--- config.mk ---
export PLATFORM = sky130hd
export DESIGN_NAME = csr_file_flat
export DESIGN_NICKNAME = d
export VERILOG_FILES = /design/src/rtl/csr_if.sv /design/src/rtl/csr_file.sv /design/src/flat_wrapper.sv
export SDC_FILE = /design/constraint.sdc
export NUM_CORES = 1
export LEC_CHECK = 0
export ABC_AREA = 1
export BUFFER_PORTS_ARGS = -buffer_cell sky130_fd_sc_hd__buf_2
export CAP_MARGIN = 5
export CORE_MARGIN = 1.5
export CORE_UTILIZATION = 45
export DETAILED_ROUTE_END_ITERATION = 6
export GPL_TIMING_DRIVEN = 1
export PLACE_DENSITY = 0.69
export SYNTH_ARGS = -nofsm -noshare
export SYNTH_HDL_FRONTEND = slang
export SYNTH_SLANG_ARGS = --single-unit
--- constraint.sdc ---
create_clock -name clk_i -period 9.1 [get_ports clk_i]
set_input_delay 2.275 -clock clk_i [delete_from_list [all_inputs] [get_ports clk_i]]
set_output_delay 2.275 -clock clk_i [all_outputs]
set_load 0.05 [all_outputs]
--- src/rtl/csr_if.sv ---
// CSR access port: writeback write stream plus the execute-stage combinational read.
interface csr_if #(
  parameter int DATA_WIDTH     = 32,
  parameter int CSR_ADDR_WIDTH = 12
);
  logic                      csr_we_i;
  logic [CSR_ADDR_WIDTH-1:0] csr_waddr_i;
  logic [DATA_WIDTH-1:0]     csr_wdata_i;
  logic [CSR_ADDR_WIDTH-1:0] csr_raddr_i;
  logic [DATA_WIDTH-1:0]     csr_rdata_o;

  modport master (
    output csr_we_i, csr_waddr_i, csr_wdata_i, csr_raddr_i,
    input  csr_rdata_o
  );

  modport slave (
    input  csr_we_i, csr_waddr_i, csr_wdata_i, csr_raddr_i,
    output csr_rdata_o
  );
endinterface

--- src/rtl/csr_file.sv ---
// Machine-mode CSR file with trap entry / mret handling and optional 64-bit counters.
// Define CSR_COUNTERS_EN to build mcycle/minstret and their user-mode shadows.
module csr_file #(
  parameter int DATA_WIDTH     = 32,
  parameter int CSR_ADDR_WIDTH = 12
) (
  input  logic                  clk_i,
  input  logic                  rst_i,
  csr_if.slave                  csr,
  input  logic                  instret_incr_i,
  input  logic                  trap_enter_i,
  input  logic [DATA_WIDTH-1:0] trap_cause_i,
  input  logic [DATA_WIDTH-1:0] trap_epc_i,
  input  logic [DATA_WIDTH-1:0] trap_tval_i,
  input  logic                  mret_i,
  input  logic                  irq_ext_i,
  input  logic                  irq_timer_i,
  input  logic                  irq_soft_i,
  output logic [DATA_WIDTH-1:0] mtvec_o,
  output logic [DATA_WIDTH-1:0] mepc_o,
  output logic [DATA_WIDTH-1:0] mie_o,
  output logic                  mstatus_mie_o
);

  localparam logic [CSR_ADDR_WIDTH-1:0] ADDR_MSTATUS  = 12'h300;
  localparam logic [CSR_ADDR_WIDTH-1:0] ADDR_MIE      = 12'h304;
  localparam logic [CSR_ADDR_WIDTH-1:0] ADDR_MTVEC    = 12'h305;
  localparam logic [CSR_ADDR_WIDTH-1:0] ADDR_MSCRATCH = 12'h340;
  localparam logic [CSR_ADDR_WIDTH-1:0] ADDR_MEPC     = 12'h341;
  localparam logic [CSR_ADDR_WIDTH-1:0] ADDR_MCAUSE   = 12'h342;
  localparam logic [CSR_ADDR_WIDTH-1:0] ADDR_MTVAL    = 12'h343;
  localparam logic [CSR_ADDR_WIDTH-1:0] ADDR_MIP      = 12'h344;
  localparam logic [DATA_WIDTH-1:0]     MIE_MASK      = 'h888;

  function automatic logic [DATA_WIDTH-1:0] mstatus_pack(input logic mpie, input logic mie);
    return {{(DATA_WIDTH-13){1'b0}}, 2'b11, 3'b000, mpie, 3'b000, mie, 3'b000};
  endfunction

  logic                  mstatus_mie_reg;
  logic                  mstatus_mpie_reg;
  logic [DATA_WIDTH-1:0] mie_reg;
  logic [DATA_WIDTH-1:0] mtvec_reg;
  logic [DATA_WIDTH-1:0] mscratch_reg;
  logic [DATA_WIDTH-1:0] mepc_reg;
  logic [DATA_WIDTH-1:0] mcause_reg;
  logic [DATA_WIDTH-1:0] mtval_reg;

  logic                  wr_hit;
  logic                  sw_we;
  logic [DATA_WIDTH-1:0] wr_value;
  logic [DATA_WIDTH-1:0] stored_rdata;
  logic [DATA_WIDTH-1:0] mip_val;

`ifdef CSR_COUNTERS_EN
  // Counter 0 is mcycle (always counting), counter 1 is minstret.
  logic [1:0] cnt_inc;
  assign cnt_inc = {instret_incr_i, 1'b1};

  generate
    for (genvar gi = 0; gi < 2; gi++) begin : g_cnt
      localparam logic [CSR_ADDR_WIDTH-1:0] LO_ADDR = 12'hB00 + 12'(2 * gi);
      localparam logic [CSR_ADDR_WIDTH-1:0] HI_ADDR = 12'hB80 + 12'(2 * gi);
      logic [63:0] cnt_reg;

      // A write to either half freezes the other half for that cycle.
      always_ff @(posedge clk_i or posedge rst_i) begin
        if (rst_i) begin
          cnt_reg <= '0;
        end else if (csr.csr_we_i && csr.csr_waddr_i == LO_ADDR) begin
          cnt_reg[31:0] <= csr.csr_wdata_i;
        end else if (csr.csr_we_i && csr.csr_waddr_i == HI_ADDR) begin
          cnt_reg[63:32] <= csr.csr_wdata_i;
        end else if (cnt_inc[gi]) begin
          cnt_reg <= cnt_reg + 64'd1;
        end
      end
    end
  endgenerate
`else
  logic unused_instret;
  assign unused_instret = instret_incr_i;
`endif

  assign mip_val = {{(DATA_WIDTH-12){1'b0}}, irq_ext_i, 3'b000, irq_timer_i, 3'b000,
                    irq_soft_i, 3'b000};

  // Masked value a software write would commit; shared by storage and read bypass.
  always_comb begin
    wr_hit   = 1'b1;
    wr_value = csr.csr_wdata_i;
    case (csr.csr_waddr_i)
      ADDR_MSTATUS:             wr_value = mstatus_pack(csr.csr_wdata_i[7], csr.csr_wdata_i[3]);
      ADDR_MIE:                 wr_value = csr.csr_wdata_i & MIE_MASK;
      ADDR_MTVEC, ADDR_MEPC:    wr_value = {csr.csr_wdata_i[DATA_WIDTH-1:2], 2'b00};
      ADDR_MSCRATCH, ADDR_MCAUSE, ADDR_MTVAL: wr_value = csr.csr_wdata_i;
`ifdef CSR_COUNTERS_EN
      12'hB00, 12'hB80, 12'hB02, 12'hB82:   wr_value = csr.csr_wdata_i;
`endif
      default:                  wr_hit = 1'b0;
    endcase
  end

  assign sw_we = csr.csr_we_i & wr_hit;

  always_comb begin
    stored_rdata = '0;
    case (csr.csr_raddr_i)
      ADDR_MSTATUS:  stored_rdata = mstatus_pack(mstatus_mpie_reg, mstatus_mie_reg);
      ADDR_MIE:      stored_rdata = mie_reg;
      ADDR_MTVEC:    stored_rdata = mtvec_reg;
      ADDR_MSCRATCH: stored_rdata = mscratch_reg;
      ADDR_MEPC:     stored_rdata = mepc_reg;
      ADDR_MCAUSE:   stored_rdata = mcause_reg;
      ADDR_MTVAL:    stored_rdata = mtval_reg;
      ADDR_MIP:      stored_rdata = mip_val;
`ifdef CSR_COUNTERS_EN
      12'hB00, 12'hC00: stored_rdata = g_cnt[0].cnt_reg[31:0];
      12'hB80, 12'hC80: stored_rdata = g_cnt[0].cnt_reg[63:32];
      12'hB02, 12'hC02: stored_rdata = g_cnt[1].cnt_reg[31:0];
      12'hB82, 12'hC82: stored_rdata = g_cnt[1].cnt_reg[63:32];
`endif
      default:       stored_rdata = '0;
    endcase
  end

  assign csr.csr_rdata_o = (sw_we && csr.csr_waddr_i == csr.csr_raddr_i) ? wr_value : stored_rdata;

  always_ff @(posedge clk_i or posedge rst_i) begin
    if (rst_i) begin
      mstatus_mie_reg  <= 1'b0;
      mstatus_mpie_reg <= 1'b0;
      mie_reg          <= '0;
      mtvec_reg        <= '0;
      mscratch_reg     <= '0;
      mepc_reg         <= '0;
      mcause_reg       <= '0;
      mtval_reg        <= '0;
    end else begin
      // Trap/mret own mstatus, mepc, mcause and mtval for the cycle they fire.
      if (trap_enter_i) begin
        mepc_reg         <= {trap_epc_i[DATA_WIDTH-1:2], 2'b00};
        mcause_reg       <= trap_cause_i;
        mtval_reg        <= trap_tval_i;
        mstatus_mpie_reg <= mstatus_mie_reg;
        mstatus_mie_reg  <= 1'b0;
      end else if (mret_i) begin
        mstatus_mie_reg  <= mstatus_mpie_reg;
        mstatus_mpie_reg <= 1'b1;
      end else if (sw_we) begin
        case (csr.csr_waddr_i)
          ADDR_MSTATUS: begin
            mstatus_mie_reg  <= wr_value[3];
            mstatus_mpie_reg <= wr_value[7];
          end
          ADDR_MEPC:   mepc_reg   <= wr_value;
          ADDR_MCAUSE: mcause_reg <= wr_value;
          ADDR_MTVAL:  mtval_reg  <= wr_value;
          default: ;
        endcase
      end

      if (sw_we) begin
        case (csr.csr_waddr_i)
          ADDR_MIE:      mie_reg      <= wr_value;
          ADDR_MTVEC:    mtvec_reg    <= wr_value;
          ADDR_MSCRATCH: mscratch_reg <= wr_value;
          default: ;
        endcase
      end
    end
  end

  assign mtvec_o       = mtvec_reg;
  assign mepc_o        = mepc_reg;
  assign mie_o         = mie_reg;
  assign mstatus_mie_o = mstatus_mie_reg;

endmodule
--- src/flat_wrapper.sv ---
// flat-port wrapper written by rule: the top's interface ports become plain ports
module csr_file_flat 
#(
  parameter int DATA_WIDTH     = 32,
  parameter int CSR_ADDR_WIDTH = 12
)
  (clk_i, rst_i, instret_incr_i, trap_enter_i, trap_cause_i, trap_epc_i, trap_tval_i, mret_i, irq_ext_i, irq_timer_i, irq_soft_i, mtvec_o, mepc_o, mie_o, mstatus_mie_o, csr_csr_we_i, csr_csr_waddr_i, csr_csr_wdata_i, csr_csr_raddr_i, csr_csr_rdata_o);
  csr_if #(.DATA_WIDTH(DATA_WIDTH), .CSR_ADDR_WIDTH(CSR_ADDR_WIDTH)) csr_i ();
  input  logic clk_i;
  input  logic rst_i;
  input  logic instret_incr_i;
  input  logic trap_enter_i;
  input  logic [DATA_WIDTH-1:0] trap_cause_i;
  input  logic [DATA_WIDTH-1:0] trap_epc_i;
  input  logic [DATA_WIDTH-1:0] trap_tval_i;
  input  logic mret_i;
  input  logic irq_ext_i;
  input  logic irq_timer_i;
  input  logic irq_soft_i;
  output logic [DATA_WIDTH-1:0] mtvec_o;
  output logic [DATA_WIDTH-1:0] mepc_o;
  output logic [DATA_WIDTH-1:0] mie_o;
  output logic mstatus_mie_o;
  input wire logic [$bits(csr_i.csr_we_i)-1:0] csr_csr_we_i;
  input wire logic [$bits(csr_i.csr_waddr_i)-1:0] csr_csr_waddr_i;
  input wire logic [$bits(csr_i.csr_wdata_i)-1:0] csr_csr_wdata_i;
  input wire logic [$bits(csr_i.csr_raddr_i)-1:0] csr_csr_raddr_i;
  output wire logic [$bits(csr_i.csr_rdata_o)-1:0] csr_csr_rdata_o;
  assign csr_i.csr_we_i = csr_csr_we_i;
  assign csr_i.csr_waddr_i = csr_csr_waddr_i;
  assign csr_i.csr_wdata_i = csr_csr_wdata_i;
  assign csr_i.csr_raddr_i = csr_csr_raddr_i;
  assign csr_csr_rdata_o = csr_i.csr_rdata_o;
  csr_file #(.DATA_WIDTH(DATA_WIDTH), .CSR_ADDR_WIDTH(CSR_ADDR_WIDTH)) u_core (.clk_i(clk_i), .rst_i(rst_i), .csr(csr_i), .instret_incr_i(instret_incr_i), .trap_enter_i(trap_enter_i), .trap_cause_i(trap_cause_i), .trap_epc_i(trap_epc_i), .trap_tval_i(trap_tval_i), .mret_i(mret_i), .irq_ext_i(irq_ext_i), .irq_timer_i(irq_timer_i), .irq_soft_i(irq_soft_i), .mtvec_o(mtvec_o), .mepc_o(mepc_o), .mie_o(mie_o), .mstatus_mie_o(mstatus_mie_o));
endmodule
# After elaboration in Yosys (flattened, before gate mapping)
# Index checks and enable logic that the tools add are counted.
[word_totals] out_inout_bits=129 input_bits=161 regBits=194 wordCells=66
[classes] n_eq_ne=17 n_mux=24 reduce_logical=16 bitwise=1
[op_table] op="32-bit 2-to-1 mux" n=13
[op_table] op="32-bit case mux with 8 select lines" n=1
[op_table] op="12-bit by 10-bit equality test with 1-bit output (second input constant)" n=15
[op_table] op="32-bit case mux with 3 select lines" n=1
[op_table] op="12-bit equality test" n=1
[op_table] op="1-bit 2-to-1 mux" n=9
[op_table] op="3-bit AND reduction" n=3
[op_table] op="2-bit AND reduction" n=4
[op_table] op="2-bit nonzero test" n=4
[op_table] op="7-bit OR reduction" n=1
[op_table] op="3-bit nonzero test" n=2
[op_table] op="2-bit != test (second input constant)" n=1
[op_table] op="2-bit OR reduction" n=1
[op_table] op="1-bit AND" n=1
[op_table] op="1-bit logical AND" n=1

# Logic depth before layout (Yosys ltp)
[logic_depth] word_depth=7 mapped_depth=14 mapped_depth_nobuf=13

# Least setup slack after synthesis
# Ideal clock, no wire load.
[synth_path] kind="input -> output" start="input csr_csr_raddr_i[4]" end="output csr_csr_rdata_o[0]" t_arrival_ns=3.709 path_stages=10 path_buffers=1 path_slack_ns=3.116 t_required_ns=6.825 cell_sequence="nor2_1 nand2_1 nor2_4 clkbuf_1 nand4_1 nand2_1 inv_1 a21oi_1 nand2_1 nand2_1"
[synth_between] elab_chain_len=3 word_cells_on_any_way=12 classes_between="9 x eq/ne; 2 x mux; 1 x reduce/logical"
[synth_lines] item="start: declaration" line_no="flat_wrapper.sv:27" rtl="input wire logic [$bits(csr_i.csr_raddr_i)-1:0] csr_csr_raddr_i;"
[synth_lines] item="12-bit by 10-bit equality test with 1-bit output / 12-bit equality test (equally long branches)" line_no="csr_file.sv:107, csr_file.sv:126"
[synth_lines] item="32-bit case mux with 8 select lines / 1-bit logical AND (equally long branches)" line_no="csr_file.sv:107, csr_file.sv:126"
[synth_lines] item="32-bit 2-to-1 mux (*)" line_no="csr_file.sv:126" rtl="assign csr.csr_rdata_o = (sw_we && csr.csr_waddr_i == csr.csr_raddr_i) ? wr_value : stored_rdata;"
[synth_lines] item="end: declaration" line_no="flat_wrapper.sv:28" rtl="output wire logic [$bits(csr_i.csr_rdata_o)-1:0] csr_csr_rdata_o;"
# Every way passes the cells marked *; elsewhere a longest branch is shown, timed or not.

# Worst setup path after layout
[layout_path] start="input csr_csr_waddr_i[4]" end="output csr_csr_rdata_o[10]"
[layout_between] elab_chain_len=6 word_cells_on_any_way=15 classes_between="8 x eq/ne; 3 x mux; 1 x bitwise; 3 x reduce/logical"
[layout_lines] item="start: declaration" line_no="flat_wrapper.sv:25" rtl="input wire logic [$bits(csr_i.csr_waddr_i)-1:0] csr_csr_waddr_i;"
[layout_lines] item="12-bit by 10-bit equality test with 1-bit output" line_no="csr_file.sv:91" rtl="case (csr.csr_waddr_i)"
[layout_lines] item="7-bit OR reduction (no line)"
[layout_lines] item="1-bit 2-to-1 mux" line_no="csr_file.sv:91"
[layout_lines] item="1-bit AND" line_no="csr_file.sv:103" rtl="assign sw_we = csr.csr_we_i & wr_hit;"
[layout_lines] item="1-bit logical AND" line_no="csr_file.sv:126"
[layout_lines] item="32-bit 2-to-1 mux (*)" line_no="csr_file.sv:126"
# Marks and branches as above.

==> impl_metrics.yaml <==
run_status:
  status: "finished, final reports clean"
cells_and_area:
  fill_cells: 2637
  nNetsFinal: 2132
  drive_above_1_share: 0.198
  final_util: 0.535
  area_growth_syn_to_layout_pct: 17.4
sta:
  fmax_mhz: 134
  setup_ws_ns: 1.64
  rsz0062_at_grt: "false"
  final-max-slew-violation-count: 0
  final-hold-violation-count: 0
  period_needed_ns: 7.46
  min_period_over_period: 0.820
  tns_ns: 0
  max_slew.worst_pin.slew_ns: 1.03
  finalSetupViolations: 0
  skew_ns: 0.00602
  relSlewSlack: 0.311
setup_path:
  cp-end-kind: "output port"
  path_buf_inv: 2
  startpoint_type: "input port"
  cp.arrival_ns: 5.19
  cp_top_family: "simple AND/OR/NAND/NOR gates"
  required_ns: 6.83
  crit_path_max_incr_delay_ns: 0.77
  crit_chain: "buf_2, nor2_1, nand2_1, nor3_1, nor2_1, nand3_2, nand3_2, nand2_1, nand2_1, buf_2"
  crit_slowest_cell: "nand3_2"
  critical_path_class: "input port to output port"
  worst_path_most_repeated_cell: "nand2_1"
  path_max_fanout: 34
power:
  powerDensity_mw_per_mm2: 152
  power_frac_seq: 0.457
  p_switching_w: 0.000673
  combinationalPowerShare: 0.161
  intPower_w: 0.00142
  pwr-share-clk: 0.382
  peakVddDrop_v: 0.000122
  swShare: 0.321
  p_leak_nw: 8.28
drt:
  vias: 12435
  drt_iter0_markers: 1493
  wl_um: 43200
  wl_per_cell_um: 18.6
  postRouteAntennaNets: 0
  dr.pass1.iters: 5
  drc_errors: 0
  viasPerCell: 5.36
cts:
  post_cts_buffers: 0
  cts_sinks: 194
  tritoncts: "yes"
  cts_hold_buf: 0
  cts_root_buf: "clkbuf_16"
  worstSkewPairLatency_ns: 0.45
  cts_buffer_depth: 2
  htreeDepth: 4
  ctsResizeCount: 0
  cts_made_buffers: 17
  clk_pin_slew_ns: 0.07
die:
  io-pin-count: 290
  start_util: 0.456
  die_area_mm2: 0.0272
  fp.dieH_um: 165
  die_x_um: 165
  rows: 59
  core_mm2: 0.0258
synthesis:
  synth_top_family_by_area: "simple AND/OR/NAND/NOR gates"
  muxShareOfSynthArea: 0
  syn_area_per_cell_um2: 6.70
  syn_inst: 1757
  synth_area_mm2: 0.0118
  synth_edf_count: 0
  synthAdderAreaFrac: 0
  synth_cell_type_count: 31
  yosysWarnings: 0
  syn-num-nets: 1918
  yosysTopAreaCellShare: 0.412
  synth_xor_area_frac: 0.00297
  synth_top_area_cell: "dfrtp_1"
  synth_area_leaders: "dfrtp_1 (41%), nand2_1 (24%), nand3_1 (10%)"
  synth_compound_gate_area_share: 0.0415
  synthSimpleGateAreaFrac: 0.443
  synthArstFlopShare: 1.00
  synthFlopType: "dfrtp_1"
  ys_seq_area_frac: 0.412
  synth_seq_cells: 194
  yosysMostFrequentCell: "nand2_1"
  ys_top_cells_by_count: "nand2_1 (741), nand3_1 (246), dfrtp_1 (194)"
placed_design:
  port_buffers: 286
  place_ws_ns: 1.73
  place_congestion: 0.965
  dp.final_hpwl_um: 31500
global_route:
  grt_usage: 0.316
  grt_pass1_wl_um: 63800
  grt_pass1_vias: 10884
  overflow: 0
  antenna_found_initial: 2
  grt_max_degree: 118
run:
  cap_violations: 0
hold_path:
  hp-class: "flop to flop"
## layer usage
| metal | global-route usage | wire length (um) | up-vias |
|---|---|---|---|
| met2 | 0.443 | 18100 | 629 |
| met5 | 0 | 13 | - |
| met4 | 0.0831 | 977 | 2 |
| met1 | 0.473 | 19200 | 5751 |
| met3 | 0.0879 | 4900 | 59 |
| li1 | - | - | 5994 |
## cell families after synthesis
group / after synthesis
flip-flops: 194
XOR/XNOR: 4
AND/OR/NAND/NOR: 1200
buffers and inverters: 266
AO/OA/AOI/OAI: 93
## cell usage in the layout, fill, tap and decap left out, types with 3 or more instances in the layout
master / n
clkbuf_16: 17
nand2_1: 741
buf_2: 286
nand2_2: 5
nor2_2: 7
nor2_1: 98
a21oi_1: 19
nand3_1: 245
inv_2: 14
nand4_1: 73
inv_1: 140
inv_8: 4
nor3_1: 3
clkinv_8: 3
inv_6: 3
dfrtp_1: 194
o21ai_0: 65
nor2_4: 13
o31ai_1: 3
xnor2_1: 4
nand3_2: 8
buf_4: 19
nand2_4: 5
## power groups by stage
stage	logic [W]	clock network, W	registers, W
2_1_floorplan	0.000154	0	0.00103
3_3_place_gp	0.000332	0	0.000971
3_5_place_dp	0.000334	0	0.000973
4_1_cts	0.000336	0.000804	0.000956
5_1_grt	0.000369	0.000839	0.000963
6_report	0.000338	0.000801	0.000958
## worst min-delay path: stages, from the launching register on
cell	delay, ns
dfrtp_1	0.34
nand2_1	0.05
nand2_1	0.05
## through the flow
| step | instance area (um2) | instances | hold WS, ns | power [W] |
|---|---|---|---|---|
| floorplan | 11800 | 1757 | 0.442 | 0.00118 |
| global placement | 13200 | 2287 | 0.454 | 0.00130 |
| detailed placement | 13200 | 2287 | 0.459 | 0.00131 |
| CTS | 13800 | 2318 | 0.477 | 0.00210 |
| global route | 13800 | 2319 | 0.491 | 0.00217 |
| finish | 13800 | 2319 | 0.473 | 0.00210 |
## cell type report
type                       instances  area (um2)  share of cell area
sequential                       194        4850               0.351
antenna                            1        2.50            0.000181
inverter                         156         593              0.0429
tap                              335         419              0.0303
clock inverter                    14         193              0.0139
timing repair buffer             305        1570               0.114
clock buffer                      17         425              0.0308
multi-input combinational       1297        5770               0.417
## final timing paths
kind	cells after the start	endpoint	start	slack (ns)
max	10	csr_csr_rdata_o[10]	csr_csr_waddr_i[4]	1.64
min	2	u_core.mtval_reg[29]	u_core.mtval_reg[29]	0.47
max reg2reg	2	u_core.mstatus_mpie_reg	u_core.mstatus_mie_o	8.18
min reg2reg	2	u_core.mtval_reg[29]	u_core.mtval_reg[29]	0.47
max in group asynchronous	3	u_core.mstatus_mie_o	rst_i	5.54
min in group asynchronous	2	u_core.mtvec_o[1]	rst_i	1.96
(Power assumes the default switching activity.)
